--- src/rtl/vc_wrr_arbiter_pkg.sv ---
// Shared types and constants for the two-VC weighted round-robin arbiter.
package vc_wrr_arbiter_pkg;

  localparam int unsigned VC_DATA_W = 6;
  localparam int unsigned VC_ID_W   = 1;
  localparam int unsigned QUOTA_W   = 3;

  typedef enum logic [VC_ID_W-1:0] {
    ST_SERVE0 = 1'b0,
    ST_SERVE1 = 1'b1
  } vc_state_e;

  // Round quota belonging to the VC served in state st.
  function automatic logic [QUOTA_W-1:0] quota_of(input vc_state_e st,
                                                  input int unsigned w0,
                                                  input int unsigned w1);
    return (st == ST_SERVE1) ? QUOTA_W'(w1) : QUOTA_W'(w0);
  endfunction

endpackage

--- src/rtl/vc_wrr_arbiter_if.sv ---
// FIFO-side and downstream-side signals of the arbiter.
interface vc_wrr_arbiter_if
  import vc_wrr_arbiter_pkg::*;
#(
  parameter int unsigned DATA_W = VC_DATA_W
);

  logic              vc0_empty;
  logic              vc1_empty;
  logic [DATA_W-1:0] vc0_data;
  logic [DATA_W-1:0] vc1_data;
  logic              ds_almost_full;
  logic              pop_vc0;
  logic              pop_vc1;
  logic [DATA_W-1:0] data_out;
  logic              valid_out;
  logic              active_vc;

  modport master (
    input  vc0_empty, vc1_empty, vc0_data, vc1_data, ds_almost_full,
    output pop_vc0, pop_vc1, data_out, valid_out, active_vc
  );

  modport slave (
    output vc0_empty, vc1_empty, vc0_data, vc1_data, ds_almost_full,
    input  pop_vc0, pop_vc1, data_out, valid_out, active_vc
  );

endinterface

--- src/rtl/vc_wrr_arbiter_quota.sv ---
// Per-round pop quota: loadable down-counter with an "expires on this pop" flag.
module vc_wrr_arbiter_quota
  import vc_wrr_arbiter_pkg::*;
#(
  parameter logic [QUOTA_W-1:0] RST_VAL = QUOTA_W'(3)
) (
  input  logic               clk,
  input  logic               reset_L,
  input  logic               load,
  input  logic [QUOTA_W-1:0] load_val,
  input  logic               dec,
  output logic               zero_next_c
);

  logic [QUOTA_W-1:0] cnt;

  // Load has priority over decrement; loads are always >= 1.
  always_ff @(posedge clk or negedge reset_L) begin
    if (!reset_L) begin
      cnt <= RST_VAL;
    end else if (load) begin
      cnt <= load_val;
    end else if (dec) begin
      cnt <= cnt - QUOTA_W'(1);
    end
  end

  // A decrement now would take the count to zero.
  assign zero_next_c = (cnt == QUOTA_W'(1));

endmodule

--- src/rtl/vc_wrr_arbiter.sv ---
// Weighted round-robin merge of VC0/VC1 FIFOs onto one stream with
// almost-full backpressure; work-conserving, one word per cycle.
module vc_wrr_arbiter
  import vc_wrr_arbiter_pkg::*;
#(
  parameter int unsigned DATA_W = VC_DATA_W,
  parameter int unsigned W0     = 3,
  parameter int unsigned W1     = 1
) (
  input  logic             clk,
  input  logic             reset_L,
  vc_wrr_arbiter_if.master bus
);

  vc_state_e          state, state_nxt, oth, sel_c;
  logic               own_empty, oth_empty;
  logic               pop_c;
  logic               q_load, q_dec, q_zero_next_c;
  logic [QUOTA_W-1:0] q_load_val;
  logic               pop_d, sel_d;
  logic               valid_q;
  logic [DATA_W-1:0]  data_q, word_sel;

  vc_wrr_arbiter_quota #(
    .RST_VAL (QUOTA_W'(W0))
  ) u_quota (
    .clk         (clk),
    .reset_L     (reset_L),
    .load        (q_load),
    .load_val    (q_load_val),
    .dec         (q_dec),
    .zero_next_c (q_zero_next_c)
  );

  // Pop decode and next-state: serve own VC until quota expires, fall over
  // to the other VC the same cycle when own VC is empty.
  always_comb begin
    state_nxt  = state;
    pop_c      = 1'b0;
    sel_c      = state;
    q_load     = 1'b0;
    q_dec      = 1'b0;
    q_load_val = quota_of(state, W0, W1);
    oth        = (state == ST_SERVE0) ? ST_SERVE1 : ST_SERVE0;
    own_empty  = (state == ST_SERVE0) ? bus.vc0_empty : bus.vc1_empty;
    oth_empty  = (state == ST_SERVE0) ? bus.vc1_empty : bus.vc0_empty;
    if (reset_L && !bus.ds_almost_full) begin
      if (!own_empty) begin
        pop_c = 1'b1;
        if (q_zero_next_c) begin
          q_load = 1'b1;
          if (!oth_empty) begin
            state_nxt  = oth;
            q_load_val = quota_of(oth, W0, W1);
          end
        end else begin
          q_dec = 1'b1;
        end
      end else if (!oth_empty) begin
        // The switching pop counts against the new round; a weight of 1
        // is already spent, and own VC is empty, so the round restarts.
        pop_c      = 1'b1;
        sel_c      = oth;
        state_nxt  = oth;
        q_load     = 1'b1;
        q_load_val = (quota_of(oth, W0, W1) == QUOTA_W'(1)) ?
                     QUOTA_W'(1) : quota_of(oth, W0, W1) - QUOTA_W'(1);
      end
    end
  end

  assign bus.pop_vc0 = pop_c && (sel_c == ST_SERVE0);
  assign bus.pop_vc1 = pop_c && (sel_c == ST_SERVE1);

  // FSM state register; doubles as the registered active_vc.
  always_ff @(posedge clk or negedge reset_L) begin
    if (!reset_L) begin
      state <= ST_SERVE0;
    end else begin
      state <= state_nxt;
    end
  end

  assign word_sel = sel_d ? bus.vc1_data : bus.vc0_data;

  // In-flight tracking and output stage: FIFO data lands one cycle after
  // the pop, and is registered onto data_out the cycle after that.
  always_ff @(posedge clk or negedge reset_L) begin
    if (!reset_L) begin
      pop_d   <= 1'b0;
      sel_d   <= 1'b0;
      valid_q <= 1'b0;
      data_q  <= '0;
    end else begin
      pop_d   <= pop_c;
      sel_d   <= (sel_c == ST_SERVE1);
      valid_q <= pop_d;
      if (pop_d) begin
        data_q <= word_sel;
      end
    end
  end

  assign bus.data_out  = data_q;
  assign bus.valid_out = valid_q;
  assign bus.active_vc = (state == ST_SERVE1);

endmodule

--- src/flat_wrapper.sv ---
// flat-port wrapper written by rule: the top's interface ports become plain ports
module vc_wrr_arbiter_flat import vc_wrr_arbiter_pkg::*;
#(
  parameter int unsigned DATA_W = VC_DATA_W,
  parameter int unsigned W0     = 3,
  parameter int unsigned W1     = 1
)
  (clk, reset_L, bus_vc0_empty, bus_vc1_empty, bus_vc0_data, bus_vc1_data, bus_ds_almost_full, bus_pop_vc0, bus_pop_vc1, bus_data_out, bus_valid_out, bus_active_vc);
  vc_wrr_arbiter_if #(.DATA_W(DATA_W)) bus_i ();
  input  logic clk;
  input  logic reset_L;
  input wire logic [$bits(bus_i.vc0_empty)-1:0] bus_vc0_empty;
  input wire logic [$bits(bus_i.vc1_empty)-1:0] bus_vc1_empty;
  input wire logic [$bits(bus_i.vc0_data)-1:0] bus_vc0_data;
  input wire logic [$bits(bus_i.vc1_data)-1:0] bus_vc1_data;
  input wire logic [$bits(bus_i.ds_almost_full)-1:0] bus_ds_almost_full;
  output wire logic [$bits(bus_i.pop_vc0)-1:0] bus_pop_vc0;
  output wire logic [$bits(bus_i.pop_vc1)-1:0] bus_pop_vc1;
  output wire logic [$bits(bus_i.data_out)-1:0] bus_data_out;
  output wire logic [$bits(bus_i.valid_out)-1:0] bus_valid_out;
  output wire logic [$bits(bus_i.active_vc)-1:0] bus_active_vc;
  assign bus_i.vc0_empty = bus_vc0_empty;
  assign bus_i.vc1_empty = bus_vc1_empty;
  assign bus_i.vc0_data = bus_vc0_data;
  assign bus_i.vc1_data = bus_vc1_data;
  assign bus_i.ds_almost_full = bus_ds_almost_full;
  assign bus_pop_vc0 = bus_i.pop_vc0;
  assign bus_pop_vc1 = bus_i.pop_vc1;
  assign bus_data_out = bus_i.data_out;
  assign bus_valid_out = bus_i.valid_out;
  assign bus_active_vc = bus_i.active_vc;
  vc_wrr_arbiter #(.DATA_W(DATA_W), .W0(W0), .W1(W1)) u_core (.clk(clk), .reset_L(reset_L), .bus(bus_i));
endmodule
--- config.mk ---
export PLATFORM = sky130hd
export DESIGN_NAME = vc_wrr_arbiter_flat
export DESIGN_NICKNAME = d
export VERILOG_FILES = /design/src/rtl/vc_wrr_arbiter_pkg.sv /design/src/rtl/vc_wrr_arbiter_if.sv /design/src/rtl/vc_wrr_arbiter_quota.sv /design/src/rtl/vc_wrr_arbiter.sv /design/src/flat_wrapper.sv
export SDC_FILE = /design/constraint.sdc
export NUM_CORES = 1
export LEC_CHECK = 0
export CAP_MARGIN = 5
export CORE_MARGIN = 4
export CORE_UTILIZATION = 45
export CTS_BUF_LIST = sky130_fd_sc_hd__clkbuf_16
export CTS_CLUSTER_DIAMETER = 200
export DETAILED_ROUTE_END_ITERATION = 8
export PLACE_DENSITY = 0.82
export SETUP_SLACK_MARGIN = 0.5
export SLEW_MARGIN = 10
export SYNTH_ARGS = -nofsm -noshare
export SYNTH_HDL_FRONTEND = slang
export SYNTH_SLANG_ARGS = --single-unit
--- constraint.sdc ---
create_clock -name clk -period 4.4 [get_ports clk]
set_input_delay 0.66 -clock clk [delete_from_list [all_inputs] [get_ports clk]]
set_output_delay 0.66 -clock clk [all_outputs]
set_load 0.01 [all_outputs]
==> impl_metrics.yaml <==
run_status:
  status: "complete, no violations"
power:
  leakagePower_nw: 0.471
  internal-power_mw: 0.351
  p_per_area_mw_per_mm2: 457
  combPwrFrac_pct: 29.4
  swShare_pct: 26.5
  switchingPower_mw: 0.127
  peakVddDrop_mv: 0.216
  clkPwrFrac_pct: 34.0
  p_seq_share_pct: 36.6
  total_power_mw: 0.478
finish:
  antenna_cells: 0
  syn_to_final_growth_pct: 46.5
  fillers: 114
  drive_gt1_share_pct: 8.16
  num-nets-final: 118
  fin_util_pct: 69.4
sta:
  tns_ns: 0
  post-route-period-util_pct: 69.1
  relSlewSlack_pct: 75.7
  hold_viol_final: 0
  skew_ns: 0.00102
  drv_slew: 0
  rsz0062_at_grt: "no"
  hold_ws_ns: 0.537
  worst_pin_slew_ns: 0.364
  clock.fmax_ghz: 0.329
  min_period_ns: 3.04
  setup_viol: 0
logic_synthesis:
  synth_top_family_by_area: "simple AND/OR/NAND/NOR gates"
  ys_seq_area_share_pct: 46.0
  synthSimpleGateAreaFrac_pct: 16.8
  syn_nets: 92
  yosys_warnings: 0
  synth_mux_area_share_pct: 11.9
  syn_inst: 73
  synth-xor-area-share_pct: 0
  synth_fa_ha_area_share_pct: 3.51
  syn_area_per_cell_um2: 9.77
  synth-compound-area-share_pct: 15.8
  ys_types: 25
  ys_seq_elements: 13
  syn_area_um2: 713
setup_path:
  cp-end-kind: "output port"
  worst_setup_path_start_kind: "input port"
  crit_slowest_cell: "clkdlybuf4s50_1"
  critPathLaunch: "reset_L"
  r2r_start: "u_core.u_quota.cnt[0]"
  crit_fanout: 15
  cp_cell_sequence: "clkdlybuf4s50_1 -> buf_4 -> nand2b_1 -> nor2_1 -> o21a_1 -> clkdlybuf4s50_1"
  arrival_ns: 2.38
  critical_path.max_stage_delay_ns: 0.53
  crit_required_ns: 3.74
  crit_top_cell: "clkdlybuf4s50_1"
  critPathKind: "input port to output port"
placement:
  numPortBuffers: 26
  place.gp.congestion: 0.773
  dpl.hpwl_um: 1220
clock_tree:
  path_clk_slew_ns: 0.04
  cts_root_buf: "clkbuf_16"
  cts_resized: 0
  clock-sinks: 13
  htreeDepth: 1
  cts_made_buffers: 3
  clock_latency_ns: 0.24
  holdBufCountCts: 0
  cts_tree: "yes"
  cts_max_path_buffers: 2
  postCtsSetupBuffers: 0
global_route:
  grt_pass1_wl_um: 2430
  grt_overflow_total: 0
  grt_max_degree: 16
  grt_pass1_vias: 576
  track_usage_pct: 15.5
  antenna_found_initial: 0
die:
  fp.coreArea_mm2: 0.00151
  die_w_um: 47.8
  initial_core_util_pct: 47.3
  row_count: 14
  io_pins: 27
  dieHeight_um: 47.8
  die_area_mm2: 0.00229
drt:
  wirelength_um: 1550
  drt_pass1_iterations: 4
  vias: 603
  drt-initial-drc-count: 10
  viasPerCell: 5.29
  route.detailed.drc: 0
  antenna_left: 0
  wl_per_cell_um: 13.6
worst_hold_path:
  min_from: "u_core.bus.data_out[2]"
  hp-class: "flop to flop"
run:
  cap_viol_max_count: 0
## metal layers
| layer | wire, um | vias up | global-route usage (%) |
|---|---|---|---|
| met5 | 0 | - | 0 |
| met1 | 611 | 266 | 18.1 |
| met3 | 189 | 4 | 4.51 |
| li1 | - | 307 | - |
| met2 | 733 | 26 | 26.4 |
| met4 | 19 | 0 | 6.45 |
## Yosys cell counts
cell	n	share of area, %
dfrtp_1	11	39
a21oi_1	9	6.3
mux2i_1	7	9.8
nor2_1	7	3.7
nand2_1	5	2.6
nand2b_1	4	3.5
clkbuf_1	3	1.6
nand3_1	3	2.1
nor2b_1	3	2.6
dfstp_2	2	7.4
ha_1	2	3.5
inv_1	2	1.1
nor3_1	2	1.4
o21a_1	2	2.1
a2111oi_2	1	2.1
a211oi_1	1	1.1
a32oi_1	1	1.2
buf_2	1	0.70
buf_4	1	1.1
buf_6	1	1.6
mux2_4	1	2.1
nand4_1	1	0.88
o211ai_1	1	1.1
o21ai_0	1	0.70
o22a_1	1	1.2
## cell families after synthesis
kind of cell,count (synthesis)
flops,13
simple gates,25
mux,8
compound gates,17
fa+ha+maj,2
buf+inv,8
## metrics by stage
stage                     std cells  worst slack [ns]  instance area, um^2
after CTS                       114              1.33                 1040
after global routing            114              1.20                 1040
after global placement          110              1.39                  966
final                           114              1.36                 1040
after floorplan                  73              2.48                  713
after detailed placement        110              1.35                  966
## sequential cells by signal, summed over array words and instances (netlist names)
register	count
u_core.u_quota.cnt	3
u_core.bus.data_out	6
u_core.bus.valid_out	1
u_core.bus.active_vc	1
u_core.pop_d	1
u_core.sel_d	1
## cells in the final DEF, fill, tap and decap left out, types with 2 or more instances in the layout
cell type and instances:
a21oi_1 9, clkbuf_16 3, clkdlybuf4s50_1 26, dfrtp_1 11, dfstp_2 2, ha_1 2, inv_1 3, mux2i_1 7
nand2_1 5, nand2b_1 4, nand3_1 3, nor2_1 7, nor2b_1 3, nor3_1 2, o21a_1 2
## path summary, 6_finish.rpt
| kind | end | slack [ns] | depth (start not counted) |
|---|---|---|---|
| setup reg to reg | u_core.u_quota.cnt[1] | 2.79 | 5 |
| max in group asynchronous | u_core.u_quota.cnt[1] | 3.43 | 2 |
| hold / removal | u_core.bus.data_out[2] | 0.54 | 2 |
| hold reg to reg | u_core.bus.data_out[2] | 0.54 | 2 |
| min in group asynchronous | u_core.bus.data_out[0] | 0.74 | 2 |
| setup / recovery | bus_pop_vc1 | 1.36 | 6 |
## critical path, delay by kind of cell
kind,cells,cell delay [ns]
AOI/OAI and AO/OA,1,0.13
buffers and inverters,3,1.20
and+or+nand+nor,2,0.39
## cell type report
type / count / area, um^2 / share of cell area, %
Clock inverter: 1 / 3.75 / 0.359
Inverter: 2 / 7.51 / 0.719
Clock buffer: 3 / 75.1 / 7.19
Multi-Input combinational cell: 52 / 343 / 32.8
Sequential cell: 13 / 328 / 31.4
Timing Repair Buffer: 27 / 268 / 25.6
Tap cell: 16 / 20.0 / 1.92
## power groups by stage
stage	Combinational (mW)	Sequential (mW)	Clock, mW
2_1_floorplan	0.0873	0.172	0
3_3_place_gp	0.136	0.174	0
3_5_place_dp	0.140	0.177	0
4_1_cts	0.144	0.175	0.165
5_1_grt	0.157	0.180	0.171
6_report	0.140	0.175	0.163
(Power assumes the default switching activity.)
